### src/rtl/multicycle_controller.sv
// Multi-cycle control FSM for the MIPS-subset datapath.
// Sequences FETCH/DECODE/EXEC/MEM/WB, arbitrates the shared memory port
// through mem_req/mem_ready and counts retired instructions.
// Build option: define ILLEGAL_TRAP_EN to park unsupported instructions in
// TRAP until reset; left undefined they retire as NOPs.
//
// state  | meaning
// FETCH  | request instruction word, load IR and PC+4 on mem_ready
// DECODE | latch op/funct, classify, flag unsupported encodings
// EXEC   | ALU operation, branch/jump PC update, JAL link write
// MEM    | data access for LW/SW, held until mem_ready
// WB     | register file write for ALU ops and LW
// TRAP   | unsupported instruction parked, all strobes low
module multicycle_controller #(
  parameter int CNT_W = 16
) (
  input  logic             clk,
  input  logic             reset,
  input  logic [5:0]       op,
  input  logic [5:0]       funct,
  input  logic             alu_zero,
  input  logic             mem_ready,
  output logic             mem_req,
  output logic             mem_write,
  output logic             ir_write,
  output logic             pc_write,
  output logic [1:0]       pc_src,
  output logic             reg_write,
  output logic [1:0]       reg_dst,
  output logic [1:0]       mem_to_reg,
  output logic             alu_src_b,
  output logic [2:0]       alu_op,
  output logic [2:0]       state,
  output logic             illegal,
  output logic [CNT_W-1:0] retired
);

  typedef enum logic [2:0] {
    S_FETCH  = 3'd0,
    S_DECODE = 3'd1,
    S_EXEC   = 3'd2,
    S_MEM    = 3'd3,
    S_WB     = 3'd4,
    S_TRAP   = 3'd5
  } state_t;

  typedef enum logic [3:0] {
    C_ADD, C_SUB, C_SLT, C_JR, C_LW, C_SW, C_ADDI, C_XORI,
    C_BEQ, C_BNE, C_J, C_JAL, C_ILL
  } cls_t;

  localparam logic [2:0] ALU_ADD = 3'b000;
  localparam logic [2:0] ALU_SUB = 3'b001;
  localparam logic [2:0] ALU_XOR = 3'b010;
  localparam logic [2:0] ALU_SLT = 3'b011;

  state_t           r_state;
  state_t           w_next;
  logic [5:0]       r_op;
  logic [5:0]       r_funct;
  logic             r_illegal;
  logic [CNT_W-1:0] r_retired;

  cls_t       w_cls_live;
  cls_t       w_cls;
  logic       w_retire;
  logic       w_mem_req;
  logic       w_mem_write;
  logic       w_ir_write;
  logic       w_pc_write;
  logic [1:0] w_pc_src;
  logic       w_reg_write;
  logic [1:0] w_reg_dst;
  logic [1:0] w_mem_to_reg;
  logic       w_alu_src_b;
  logic [2:0] w_alu_op;

  function automatic cls_t classify(input logic [5:0] f_op, input logic [5:0] f_funct);
    cls_t c;
    c = C_ILL;
    case (f_op)
      6'b000000: begin
        case (f_funct)
          6'b100000: c = C_ADD;
          6'b100010: c = C_SUB;
          6'b101010: c = C_SLT;
          6'b001000: c = C_JR;
          default:   c = C_ILL;
        endcase
      end
      6'b100011: c = C_LW;
      6'b101011: c = C_SW;
      6'b001000: c = C_ADDI;
      6'b001110: c = C_XORI;
      6'b000100: c = C_BEQ;
      6'b000101: c = C_BNE;
      6'b000010: c = C_J;
      6'b000011: c = C_JAL;
      default:   c = C_ILL;
    endcase
    return c;
  endfunction

  // Live classification is only meaningful in DECODE; later states use the latched fields.
  assign w_cls_live = classify(op, funct);
  assign w_cls      = classify(r_op, r_funct);

  // Next-state and per-state strobe decode.
  always_comb begin
    w_next       = r_state;
    w_mem_req    = 1'b0;
    w_mem_write  = 1'b0;
    w_ir_write   = 1'b0;
    w_pc_write   = 1'b0;
    w_pc_src     = 2'b00;
    w_reg_write  = 1'b0;
    w_reg_dst    = 2'b00;
    w_mem_to_reg = 2'b00;
    w_alu_src_b  = 1'b0;
    w_alu_op     = ALU_ADD;
    case (r_state)
      S_FETCH: begin
        w_mem_req = 1'b1;
        if (mem_ready) begin
          w_ir_write = 1'b1;
          w_pc_write = 1'b1;
          w_next     = S_DECODE;
        end
      end
      S_DECODE: begin
`ifdef ILLEGAL_TRAP_EN
        w_next = (w_cls_live == C_ILL) ? S_TRAP : S_EXEC;
`else
        w_next = S_EXEC;
`endif
      end
      S_EXEC: begin
        w_next = S_FETCH;
        case (w_cls)
          C_ADD: begin
            w_alu_op = ALU_ADD;
            w_next   = S_WB;
          end
          C_SUB: begin
            w_alu_op = ALU_SUB;
            w_next   = S_WB;
          end
          C_SLT: begin
            w_alu_op = ALU_SLT;
            w_next   = S_WB;
          end
          C_ADDI: begin
            w_alu_src_b = 1'b1;
            w_alu_op    = ALU_ADD;
            w_next      = S_WB;
          end
          C_XORI: begin
            w_alu_src_b = 1'b1;
            w_alu_op    = ALU_XOR;
            w_next      = S_WB;
          end
          C_LW, C_SW: begin
            w_alu_src_b = 1'b1;
            w_alu_op    = ALU_ADD;
            w_next      = S_MEM;
          end
          C_BEQ, C_BNE: begin
            w_alu_op = ALU_SUB;
            if ((w_cls == C_BEQ) == alu_zero) begin
              w_pc_write = 1'b1;
              w_pc_src   = 2'b01;
            end
          end
          C_J: begin
            w_pc_write = 1'b1;
            w_pc_src   = 2'b10;
          end
          C_JAL: begin
            w_pc_write   = 1'b1;
            w_pc_src     = 2'b10;
            w_reg_write  = 1'b1;
            w_reg_dst    = 2'b10;
            w_mem_to_reg = 2'b10;
          end
          C_JR: begin
            w_pc_write = 1'b1;
            w_pc_src   = 2'b11;
          end
          default: begin
            // unsupported encoding falls through as a NOP
          end
        endcase
      end
      S_MEM: begin
        w_mem_req   = 1'b1;
        w_mem_write = (w_cls == C_SW);
        if (mem_ready) begin
          w_next = (w_cls == C_LW) ? S_WB : S_FETCH;
        end
      end
      S_WB: begin
        w_reg_write = 1'b1;
        w_next      = S_FETCH;
        case (w_cls)
          C_LW: begin
            w_reg_dst    = 2'b00;
            w_mem_to_reg = 2'b01;
          end
          C_ADDI, C_XORI: begin
            w_reg_dst    = 2'b00;
            w_mem_to_reg = 2'b00;
          end
          default: begin
            w_reg_dst    = 2'b01;
            w_mem_to_reg = 2'b00;
          end
        endcase
      end
      S_TRAP: begin
        w_next = S_TRAP;
      end
      default: begin
        w_next = S_FETCH;
      end
    endcase
  end

  assign w_retire = ((r_state == S_EXEC) || (r_state == S_MEM) || (r_state == S_WB)) &&
                    (w_next == S_FETCH);

  // State register, op/funct latch, sticky illegal flag and retire counter.
  always_ff @(posedge clk) begin
    if (reset) begin
      r_state   <= S_FETCH;
      r_op      <= 6'd0;
      r_funct   <= 6'd0;
      r_illegal <= 1'b0;
      r_retired <= '0;
    end else begin
      r_state <= w_next;
      if (r_state == S_DECODE) begin
        r_op    <= op;
        r_funct <= funct;
        if (w_cls_live == C_ILL) begin
          r_illegal <= 1'b1;
        end
      end
      if (w_retire) begin
        r_retired <= r_retired + CNT_W'(1);
      end
    end
  end

  // Outputs are held low for the whole reset cycle, so a stalled request drops at once.
  assign mem_req    = w_mem_req    & ~reset;
  assign mem_write  = w_mem_write  & ~reset;
  assign ir_write   = w_ir_write   & ~reset;
  assign pc_write   = w_pc_write   & ~reset;
  assign pc_src     = reset ? 2'b00 : w_pc_src;
  assign reg_write  = w_reg_write  & ~reset;
  assign reg_dst    = reset ? 2'b00 : w_reg_dst;
  assign mem_to_reg = reset ? 2'b00 : w_mem_to_reg;
  assign alu_src_b  = w_alu_src_b  & ~reset;
  assign alu_op     = reset ? 3'b000 : w_alu_op;
  assign state      = reset ? 3'b000 : r_state;
  assign illegal    = r_illegal    & ~reset;
  assign retired    = reset ? '0 : r_retired;

endmodule

### config.mk
export PLATFORM = sky130hd
export DESIGN_NAME = multicycle_controller
export DESIGN_NICKNAME = d
export VERILOG_FILES = /design/src/rtl/multicycle_controller.sv
export SDC_FILE = /design/constraint.sdc
export NUM_CORES = 1
export LEC_CHECK = 0
export ABC_AREA = 1
export ABC_CLOCK_PERIOD_IN_PS = 1800
export CAP_MARGIN = 20
export CORE_MARGIN = 2
export CORE_UTILIZATION = 45
export CTS_BUF_LIST = sky130_fd_sc_hd__clkbuf_8
export CTS_CLUSTER_SIZE = 40
export DETAILED_ROUTE_END_ITERATION = 8
export GPL_TIMING_DRIVEN = 0
export HOLD_SLACK_MARGIN = 0.05
export PLACE_DENSITY = 0.79
export SLEW_MARGIN = 20
export SYNTH_ARGS = -nofsm -noshare
export SYNTH_HDL_FRONTEND = slang
export SYNTH_SLANG_ARGS = --single-unit
export TNS_END_PERCENT = 5
### constraint.sdc
create_clock -name clk -period 1.8 [get_ports clk]
set_input_delay 0.45 -clock clk [delete_from_list [all_inputs] [get_ports clk]]
set_output_delay 0.45 -clock clk [all_outputs]
set_load 0.03 [all_outputs]
Word-level counts from Yosys, hierarchy flattened --
Cells that the tools add are included.
Storage, ports and cells: register bits after elaboration 32, input port bits 16, word-level logic and storage cells 110
Operators by class: $add $sub $neg 1, equal/unequal tests 42, mux-type cells 36, bitwise operators 8, reduce and logical (&&, ||, !) cells 18
Operator list (number):
- 4-bit case mux with 9 select lines | 2
- 6-bit == test (second input constant) | 10
- 6-bit by 4-bit == test with 1-bit output (second input constant) | 6
- 4-bit case mux with 4 select lines | 2
- 6-bit by 2-bit == test with 1-bit output (second input constant) | 4
- 6-bit by 3-bit == test with 1-bit output (second input constant) | 4
- 4-bit == test (second input constant) | 5
- 16-bit by 1-bit adder with 16-bit output (second input constant) | 1
- 4-bit by 3-bit == test with 1-bit output (second input constant) | 4
- 16-bit 2-to-1 mux | 1
- 3-bit 2-to-1 mux | 5
- 3-bit case mux with 5 select lines | 1
- 6-bit logical NOT | 2
- 2-bit 2-to-1 mux | 6
- 2-bit case mux with 3 select lines | 2
- 1-bit 2-to-1 mux | 11
- 3-bit OR reduction | 3
- 4-bit by 2-bit == test with 1-bit output (second input constant) | 2
- 2-bit case mux with 2 select lines | 2
- 2-bit OR reduction | 4
- 1-bit AND | 7
- 3-bit by 2-bit == test with 1-bit output (second input constant) | 2
- 3-bit == test (second input constant) | 2
- 3-bit logical NOT | 2
- 12 further kinds | 15

Depth between registers and ports, before layout --
Gate-level depths: netlist (run 1).
depth in word-level cells 9, depth in mapped cells 15, mapped depth without buffers 15

Least setup slack after synthesis (run 1) --
Ideal clock, no wire load.
path type input -> output, start point input reset, end point output mem_to_reg[0], data arrival time 2.130 ns, setup slack -0.780 ns, stages 4, path through clkbuf_1 > nor2_1 > nand2_1 > nor4_1
On the way: longest elaborated chain between the ends 1
Ends and longest elaborated chain:
- from (decl) | line 18 | input logic reset,
- 2-bit 2-to-1 mux | line 262 | assign mem_to_reg = reset ? 2'b00 : w_mem_to_reg;
- to (decl) | line 30 | output logic [1:0] mem_to_reg,
No other way between the ends.

Final worst setup path (run 1) --
start point register r_op[4], end point output reg_write
On the way: longest elaborated chain between the ends 6, elaborated cells on any way between the ends 14, those cells by class eq/ne (9); mux (3); bitwise (1); reduce/logical (1)
Ends and longest elaborated chain:
- from (decl) | line 59 | logic [5:0] r_op;
- from (signal assigned) | line 242 | r_op <= op;
- 6-bit by 2-bit == test with 1-bit output, or another cell as far along | line 81 | case (f_op)
- 4-bit case mux with 9 select lines * | line 81
- 4-bit == test * | line 139 | case (w_cls)
- 1-bit 2-to-1 mux * | line 139
- 1-bit case mux with 2 select lines * | line 121 | case (r_state)
- 1-bit AND * | line 260 | assign reg_write = w_reg_write & ~reset;
- to (decl) | line 28 | output logic reg_write,
Mark *: on every way between the ends. The rest lies on a longest branch, timed or not.

==> results of run 1 <==
final cells by class:
class	count	area (sq um)	area share, %
timing repair buffer	53	491.7	15.93
tap	67	83.83	2.716
buffer	14	91.34	2.959
inverter	50	192.7	6.242
sequential	32	661.9	21.44
clock inverter	2	8.758	0.2837
clock buffer	5	68.82	2.229
multi-input combinational	259	1488	48.20
registers in the layout (all words and copies together) (netlist names):
| name | cells |
|---|---|
| r_retired | 16 |
| r_funct | 6 |
| r_op | 6 |
| r_state | 3 |
| r_illegal | 1 |
kinds of logic after synthesis:
family,Yosys count,share of synthesized area [%]
other cells,1,0.1679
flops,32,28.68
buf+inv,64,11.88
compound gates,51,12.27
simple gates,193,41.34
fa+ha+maj,1,0.5601
xor+xnor,13,5.098
cells in the mapped netlist (all sizes together):
cell type and number:
ha 1, o21a 1, a21oi 31, clkbuf 7, nor2 64, a31oi 2, nand3b 1, nor4 4
nand3 24, o31ai 1, dfxtp 32, conb 1, xor2 13, nand4 20, buf 7, inv 50
a41oi 1, nand2 68, nor3 12, o21ai 15
layer usage:
layer	wire [microns]	share of wire, %	up-vias	track usage [%]
li1	-	-	1272	-
met1	2851	46	1141	30.51
met2	2964	47	90	37.76
met3	353	5.7	5	3.388
met4	74	1.2	0	9.722
met5	0	0	-	0
critical path, cell delays in order (launching register included):
cell and delay (ps):
dfxtp_2 340, nor2_4 210, nand2_2 90, nor2_4 140, nand2_2 80, nand2_4 110
inv_6 50, buf_12 120, o31ai_2 210, buf_4 210
cell usage in the layout, fill, tap and decap left out, types with 9 or more instances in the layout:
cell type and n:
o21ai_0 14, nand3_1 20, nor2_1 47, a21oi_1 28, nand2_1 55, nand4_1 20, nor2_4 9, dfxtp_1 23
inv_1 44, buf_4 11, xor2_1 13, buf_2 11, clkdlybuf4s15_2 9, clkdlybuf4s50_1 14, buf_6 12, nor3_1 9
where the power goes:
| group | switching (mW) | internal (mW) |
|---|---|---|
| registers | 0.0351 | 0.737 |
| logic | 0.244 | 0.151 |
| clock network | 0.259 | 0.257 |
| total | 0.538 | 1.15 |
path summary, 6_finish.rpt:
path | startpoint | endpoint | slack (ps)
setup / recovery | r_op[4] | reg_write | -510
hold / removal | r_retired[8] | r_retired[8] | 490
setup reg to reg | r_op[4] | r_retired[13] | -230
hold reg to reg | r_retired[8] | r_retired[8] | 490
timing repair:
item | CTS | global route
gates cloned | 0 | 0
pin swaps | 4 | 12
resized for setup | 156 | 69
endpoints found under the setup margin | 44 | 54
buffers inserted | 1 | 4
per-stage QoR:
stage | util [%] | setup slack [ps] | area (sq um) | cells | power (mW)
after floorplan | - | -154.9 | 2306 | 355 | 1.008
after global placement | 60.37 | -771.8 | 2870 | 470 | 1.107
after detailed placement | 60.37 | -789.8 | 2870 | 470 | 1.114
after CTS | 63.37 | -470.8 | 3013 | 478 | 1.640
after global routing | 64.92 | -616.5 | 3087 | 482 | 1.755
final | 64.92 | -505.3 | 3087 | 482 | 1.683
==> run summary, run 1 <==
Status -> finished with violations
Failing checks -> setup timing
Core area -> 4755 sq um
Layout cells sized above 1 -> 27.71%
Initial antenna violation count -> 0
Max Buffers Root-to-Sink -> 2
Fmax -> 0.4338 GHz
Max cap viols -> 0
Routed WL -> 6243 microns
Sequential element share of the synthesized area -> 28.68%
Grt total ovfl -> 0
Rows -> 25
Area contributors post-synth -> dfxtp_1 29%, nand2_1 10%, nor2_1 9.6%
Final Hold Fails -> 0
Hold Path Stages -> 2
Total CTS buffers -> 5
Critical Path RT -> 1350 ps
Final nets -> 432
Unique masters post-synth -> 31
Routability cong. -> 0.9043
Die Footprint -> 5543 sq um
Worst slew pin tran -> 707.5 ps
Starting Density -> 46.97%
P per Cell Area -> 545.3 nW/um^2
# hold bufs at CTS -> 0
Final min period -> 2305 ps
RSZ-0062 raised after global routing -> true
Mapped Nets -> 372
Vias -> 2508
Antenna-violating nets left -> 0
Final clock skew -> 4.217 ps
Hold Worst Slack -> 487.8 ps
Area delta synth->final -> 38.21%
Synthesized area -> 2233 sq um
Die width -> 74.45 microns
Via-to-Cell Ratio -> 5.203
Critical path peak fanout -> 7
Clk_lat worst skew -> 290 ps
Count of final setup violators -> 31
Final WS setup -> -505.3 ps
Vias in the first global route -> 2315
Filler cells -> 446
Wire per inst -> 12.95 microns
WS Path Type -> reg2out
Worst r2r path cells -> 15
Max IR drop VDD -> 0.4522 mV
Top Ports -> 51
# port buffers -> 48
Mean Syn Cell Area -> 6.291 sq um
Area leader, netlist -> dfxtp_1
Clock sinks -> 32
Yosys warns -> 0
Leak pwr -> 1.337 nW
Synth top area share -> 28.68%
Setup_tns -> -7251 ps
Overall Global Routing Usage -> 23.12%
H-tree depth -> 2
DP HPWL -> 4469 microns
Synthesized flop and latch total -> 32
CP Launch Type -> register
Critical Path AT -> 1860 ps
Root Driver -> clkbuf_8
Ant. Diodes -> 0
Total iterations of the first detailed-routing run -> 5
Clock transition at path regs -> 60 ps
Post-route DRC -> 0
TritonCTS clock tree -> built
Rel. slew slack -> 52.40%
Final Max Tran Viols -> 0
Largest net degree at the start of global routing -> 11
Crit end category -> output pin
Synthesized instance count -> 355
First-pass GRT wire length -> 10080 microns
Final period util -> 128.1%
Initial detailed-routing violation count -> 131
Min-delay worst type -> reg2reg
Die height -> 74.45 microns
No activity file was read; power rests on OpenSTA's default activity.
==> run 2, diff against run 1 <==
--- a/config.mk
+++ b/config.mk
@@ -8,7 +8,6 @@
 export ABC_AREA = 1
 export ABC_CLOCK_PERIOD_IN_PS = 1800
 export CAP_MARGIN = 20
-export CORE_MARGIN = 2
 export CORE_UTILIZATION = 45
 export CTS_BUF_LIST = sky130_fd_sc_hd__clkbuf_8
 export CTS_CLUSTER_SIZE = 40
@@ -16,6 +15,7 @@
 export GPL_TIMING_DRIVEN = 0
 export HOLD_SLACK_MARGIN = 0.05
 export PLACE_DENSITY = 0.79
+export RECOVER_POWER = 100
 export SLEW_MARGIN = 20
 export SYNTH_ARGS = -nofsm -noshare
 export SYNTH_HDL_FRONTEND = slang
==> run 2 against run 1 <==
Combinational power is 2% lower. Maximum frequency is 1.1% higher. Setup slack gained 26 ps. Sequential power about the same. Sequential cell count stayed put. First-iteration DRC count down 14%. Clock skew rose by 1.3 ps. Power is 4.8% higher. Routed wire length grew 2.7%. Register-to-register slack better by 110 ps. Global-route usage grew 2.1 points. Sequential share of layout area is 0.32 points higher. The flow still finishes with violations (setup timing).
==> run summary, run 2 (synthesis results as in run 1) <==
Clock transition at path regs -> 60 ps
Psw -> 0.5450 mW
Clock sinks -> 32
Most common cell on crit path -> nand2_1
Slowest cell delay on critical path -> 360 ps
Overall Global Routing Usage -> 25.24%
Most frequent cells in the layout -> 56 x nand2_1, 47 x nor2_1, 45 x inv_1
Max Buffers Root-to-Sink -> 2
Min-delay worst type -> reg2reg
Initial detailed-routing violation count -> 113
Die Footprint -> 5249 sq um
# port buffers -> 48
DP HPWL -> 4509 microns
Rel. slew slack -> 66.62%
Dpl cells -> 470
Vias -> 2539
CP Launch Type -> register
Hold Worst Slack -> 482.9 ps
Final Total Pwr -> 1.764 mW
P per Cell Area -> 577.7 nW/um^2
Die width -> 72.45 microns
Max IR drop VDD -> 0.4339 mV
Reg with most FFs -> r_retired
Critical path peak fanout -> 4
Crit path cell chain -> inv_1, nand2_4, nor2_1, nand2_1, nand2_1, nor2_2, nand2_4, nand2_1, nand2_2, a31oi_2, o21a_1, buf_4
Flop2flop setup slack -> -120 ps
H-tree depth -> 2
Failing checks -> setup timing
Clk_lat worst skew -> 290 ps
Post-route DRC -> 0
WS Path Type -> reg2out
CP delay by family, top -> simple AND/OR/NAND/NOR gates
Layout cells sized above 1 -> 27.95%
Vias in the first global route -> 2301
Worst Hold End -> r_retired[8]
Crit Reg-Reg Startpoint -> r_op[5]
Top Registers -> r_retired (16), r_funct (6), r_op (6)
Fin area -> 3053 sq um
Core area -> 4755 sq um
Critical Path AT -> 1830 ps
Max reg flops -> 16
Comb power frac -> 22.1%
Top Ports -> 51
Hold Path Stages -> 2
Final WS setup -> -479.2 ps
Root Driver -> clkbuf_8
Critical Path RT -> 1350 ps
Commonest non-fill, non-tap cell in the layout -> nand2_1
Initial antenna violation count -> 0
Count of final setup violators -> 34
Routability cong. -> 0.9463
Setup_tns -> -6291 ps
Ant. Diodes -> 0
Wire per inst -> 13.30 microns
Final Non-Filler Cells -> 482
Total CTS buffers -> 5
Placement Setup Slack -> -782.5 ps
Final Max Tran Viols -> 0
Final Hold Fails -> 0
Antenna-violating nets left -> 0
Int Pwr -> 1.219 mW
Final nets -> 432
Max cap viols -> 0
Sequential power share -> 43.8%
Crit end category -> output pin
Worst slew pin tran -> 500.7 ps
Placed inst area -> 2870 sq um
Fmax -> 0.4388 GHz
Rows -> 25
Final min period -> 2279 ps
Leak pwr -> 1.331 nW
Die height -> 72.45 microns
Status -> finished with violations
Clock power share -> 34.1%
Finished Core Util -> 64.21%
Worst r2r path cells -> 14
Area delta synth->final -> 36.69%
Via-to-Cell Ratio -> 5.268
Grt total ovfl -> 0
Routed WL -> 6411 microns
Largest net degree at the start of global routing -> 11
Sw frac -> 30.90%
RSZ-0062 raised after global routing -> true
Hold Crit Start -> r_retired[8]
Final period util -> 126.6%
Critical R2R Capture -> r_retired[7]
TritonCTS clock tree -> built
First-pass GRT wire length -> 10610 microns
Final clock skew -> 5.471 ps
Starting Density -> 46.97%
Buffers & Inverters on Critical Path -> 2
Total iterations of the first detailed-routing run -> 5
Slowest-stage cell, CP -> dfxtp_2
==> run 2: worst register-to-register path, stage by stage, from the launching register on <==
cell	delay [ps]
dfxtp_4	360
nor2_4	180
buf_4	150
nand2_1	50
nor2_2	110
nor2_2	70
nand2_2	70
nand2_1	60
nand2_2	90
nand2_2	70
nand2_4	120
nand3_4	140
buf_6	200
nand2_1	60
a21oi_1	50
==> run 2: area by class of cell <==
type                            instances  area (sq um)
Multi-Input combinational cell        259          1513
Timing Repair Buffer                   53         416.7
Fill cell                             443          1702
Tap cell                               67         83.83
Buffer                                 14         88.84
Inverter                               50         190.2
Sequential cell                        32         664.4
Clock buffer                            7         96.34
==> run 2: worst max path at each step <==
stage | start | to | slack, ps | cells after the start
finish | r_op[4] | alu_op[0] | -480 | 12
global route | r_funct[1] | alu_op[0] | -610 | 11
CTS | r_op[5] | alu_op[0] | -470 | 11
detailed placement | r_op[1] | mem_write | -780 | 11
global placement | reset | pc_write | -760 | 9
floorplan | r_op[2] | reg_dst[1] | -150 | 8
==> run 2: what timing repair did <==
item                       CTS  global route
gates cloned                 0             0
pin swaps                    3             5
gates resized for setup    156            70
buffers inserted             2             3
hold buffers                 0             0
setup endpoints to repair   44            53
==> run 2: layer usage <==
layer  part of all wire [%]  global-route usage (%)  vias to the layer above
met5                      0                       0                        -
met4                    1.1                   5.229                        0
met3                    6.1                   3.889                        7
met2                     49                   42.06                       99
met1                     44                   34.53                     1158
li1                       -                       -                     1275
==> run 2: power groups by stage <==
stage | sequential, mW | combinational, mW | clock [mW]
2_1_floorplan | 0.774 | 0.234 | 0
3_3_place_gp | 0.779 | 0.327 | 0
3_5_place_dp | 0.781 | 0.334 | 0
4_1_cts | 0.769 | 0.352 | 0.608
5_1_grt | 0.776 | 0.428 | 0.631
6_report | 0.772 | 0.389 | 0.602
==> run 3, diff against run 2 <==
--- a/config.mk
+++ b/config.mk
@@ -6,7 +6,7 @@
 export NUM_CORES = 1
 export LEC_CHECK = 0
 export ABC_AREA = 1
-export ABC_CLOCK_PERIOD_IN_PS = 1800
+export ABC_CLOCK_PERIOD_IN_PS = 2510
 export CAP_MARGIN = 20
 export CORE_UTILIZATION = 45
 export CTS_BUF_LIST = sky130_fd_sc_hd__clkbuf_8
@@ -14,7 +14,7 @@
 export DETAILED_ROUTE_END_ITERATION = 8
 export GPL_TIMING_DRIVEN = 0
 export HOLD_SLACK_MARGIN = 0.05
-export PLACE_DENSITY = 0.79
+export PLACE_DENSITY = 0.73
 export RECOVER_POWER = 100
 export SLEW_MARGIN = 20
 export SYNTH_ARGS = -nofsm -noshare
==> constraint.sdc (replaced) <==
create_clock -name clk -period 2.51 [get_ports clk]
set_input_delay 0.6275 -clock clk [delete_from_list [all_inputs] [get_ports clk]]
set_output_delay 0.6275 -clock clk [all_outputs]
set_load 0.03 [all_outputs]
==> run 3 against run 2 <==
The run still ends with setup timing left. Register-to-register slack improved by 480 ps. Via count fell by 2.3%. Die area did not move. Sequential share of layout area rose by 0.10 points. Global-route usage fell by 2.0 points. Sequential cell count did not move. Clock power fell by 17%. Critical endpoint unchanged. Largest power group unchanged.
==> run summary, run 3 (synthesis results as in run 1) <==
Status -> finished with violations
Failing checks -> setup timing
Critical Path RT -> 1880 ps
Reg with most FFs -> r_retired
Routed WL -> 6039 microns
WS Path Type -> reg2out
Clock transition at path regs -> 70 ps
Max Buffers Root-to-Sink -> 2
Ant. Diodes -> 0
Count of final setup violators -> 1
Top Ports -> 51
Vias -> 2480
Sw frac -> 29.99%
Hold Worst Slack -> 478.3 ps
RSZ-0062 raised after global routing -> true
Die height -> 72.45 microns
Die width -> 72.45 microns
Critical Path AT -> 1900 ps
Core area -> 4755 sq um
Max reg flops -> 16
Die Footprint -> 5249 sq um
Final Total Pwr -> 1.320 mW
Layout cells sized above 1 -> 17.59%
Final WS setup -> -18.76 ps
Vias in the first global route -> 2140
Commonest non-fill, non-tap cell in the layout -> nand2_1
TritonCTS clock tree -> built
Grt total ovfl -> 0
Sequential power share -> 41.7%
Final nets -> 431
P per Cell Area -> 444.4 nW/um^2
Final Hold Fails -> 0
Post-route DRC -> 0
# port buffers -> 48
CP Launch Type -> register
Most frequent cells in the layout -> 56 x nand2_1, 53 x nor2_1, 47 x inv_1
Overall Global Routing Usage -> 23.24%
Fmax -> 0.3955 GHz
Rel. slew slack -> 42.00%
Psw -> 0.3959 mW
Final min period -> 2529 ps
Wire per inst -> 12.53 microns
Clk_lat worst skew -> 290 ps
Max cap viols -> 0
Comb power frac -> 20.5%
Crit end category -> output pin
Total iterations of the first detailed-routing run -> 4
Rows -> 25
Top Registers -> r_retired (16), r_funct (6), r_op (6)
Largest net degree at the start of global routing -> 12
Clock sinks -> 32
Antenna-violating nets left -> 0
Min-delay worst type -> reg2reg
Initial detailed-routing violation count -> 126
Clock power share -> 37.8%
Total CTS buffers -> 5
Area delta synth->final -> 33.00%
Routability cong. -> 0.8865
Final Max Tran Viols -> 0
Final period util -> 100.7%
Dpl cells -> 470
DP HPWL -> 4369 microns
Max IR drop VDD -> 0.3337 mV
Final clock skew -> 6.317 ps
First-pass GRT wire length -> 9653 microns
Finished Core Util -> 62.47%
Root Driver -> clkbuf_8
Starting Density -> 46.97%
Leak pwr -> 1.320 nW
Int Pwr -> 0.9242 mW
Initial antenna violation count -> 0
Worst slew pin tran -> 858.7 ps
Final Non-Filler Cells -> 482
Setup_tns -> -18.76 ps
Critical path peak fanout -> 6
H-tree depth -> 2
Via-to-Cell Ratio -> 5.145
[run 3: cell count changes in the layout (fill, tap and decap cells not counted), moves of 6 or more]
cell	delta
dlygate4sd2_1	+11
clkdlybuf4s50_1	+7
buf_4	-6
nor2_1	+6
[run 3: path summary, 6_finish.rpt]
check	start	end	slack, ps	cells past startpoint
setup / recovery	r_op[5]	alu_op[0]	-20	10
hold / removal	r_funct[3]	r_funct[3]	480	2
hold reg to reg	r_funct[3]	r_funct[3]	480	2
setup reg to reg	r_op[5]	r_retired[12]	360	15
[run 3: metrics by stage]
stage	setup slack, ps	instance area (sq um)
after floorplan	-96.81	2245
after global placement	-498.9	2809
after detailed placement	-510.5	2809
after CTS	-242.6	2895
after global routing	-136.1	2970
final	-18.76	2970
[run 3: worst max-delay path: stages (launching register included)]
cell,delay [ps]
dfxtp_4,360
nor2_4,200
nand2_2,90
nor2_4,150
buf_6,130
nand3_1,80
inv_1,110
nand2_2,70
a31oi_2,140
o21a_1,160
buf_6,130
[run 3: repair_timing]
item                                    CTS  global route
setup buffers                             0             4
resized for setup                        53            52
pin swaps                                 0            11
hold buffers                              0             0
endpoints found under the setup margin   33            24
cloned                                    0             0
[run 3: area by class of cell]
cell class              count  area, sq um
fillers                   473         1784
multi-input cells         259         1389
flip-flops and latches     32        649.4
repair buffers             52        469.2
inverters                  50        190.2
well taps                  67        83.83
plain buffers              14        77.57
clock buffers               5        68.82
clock inverters             3        42.54
[run 3: power groups by stage]
stage / clock, mW / sequential [mW] / combinational [mW]
floorplan: 0 / 0.555 / 0.160
global placement: 0 / 0.559 / 0.229
detailed placement: 0 / 0.559 / 0.231
CTS: 0.506 / 0.548 / 0.230
global route: 0.527 / 0.554 / 0.296
finish: 0.499 / 0.551 / 0.270
[run 3: layer usage]
layer / track usage (%) / part of all wire [%]
met5: 0 / 0
met4: 8.061 / 1.4
met3: 4.861 / 6.1
met2: 35.72 / 45
met1: 32.19 / 47
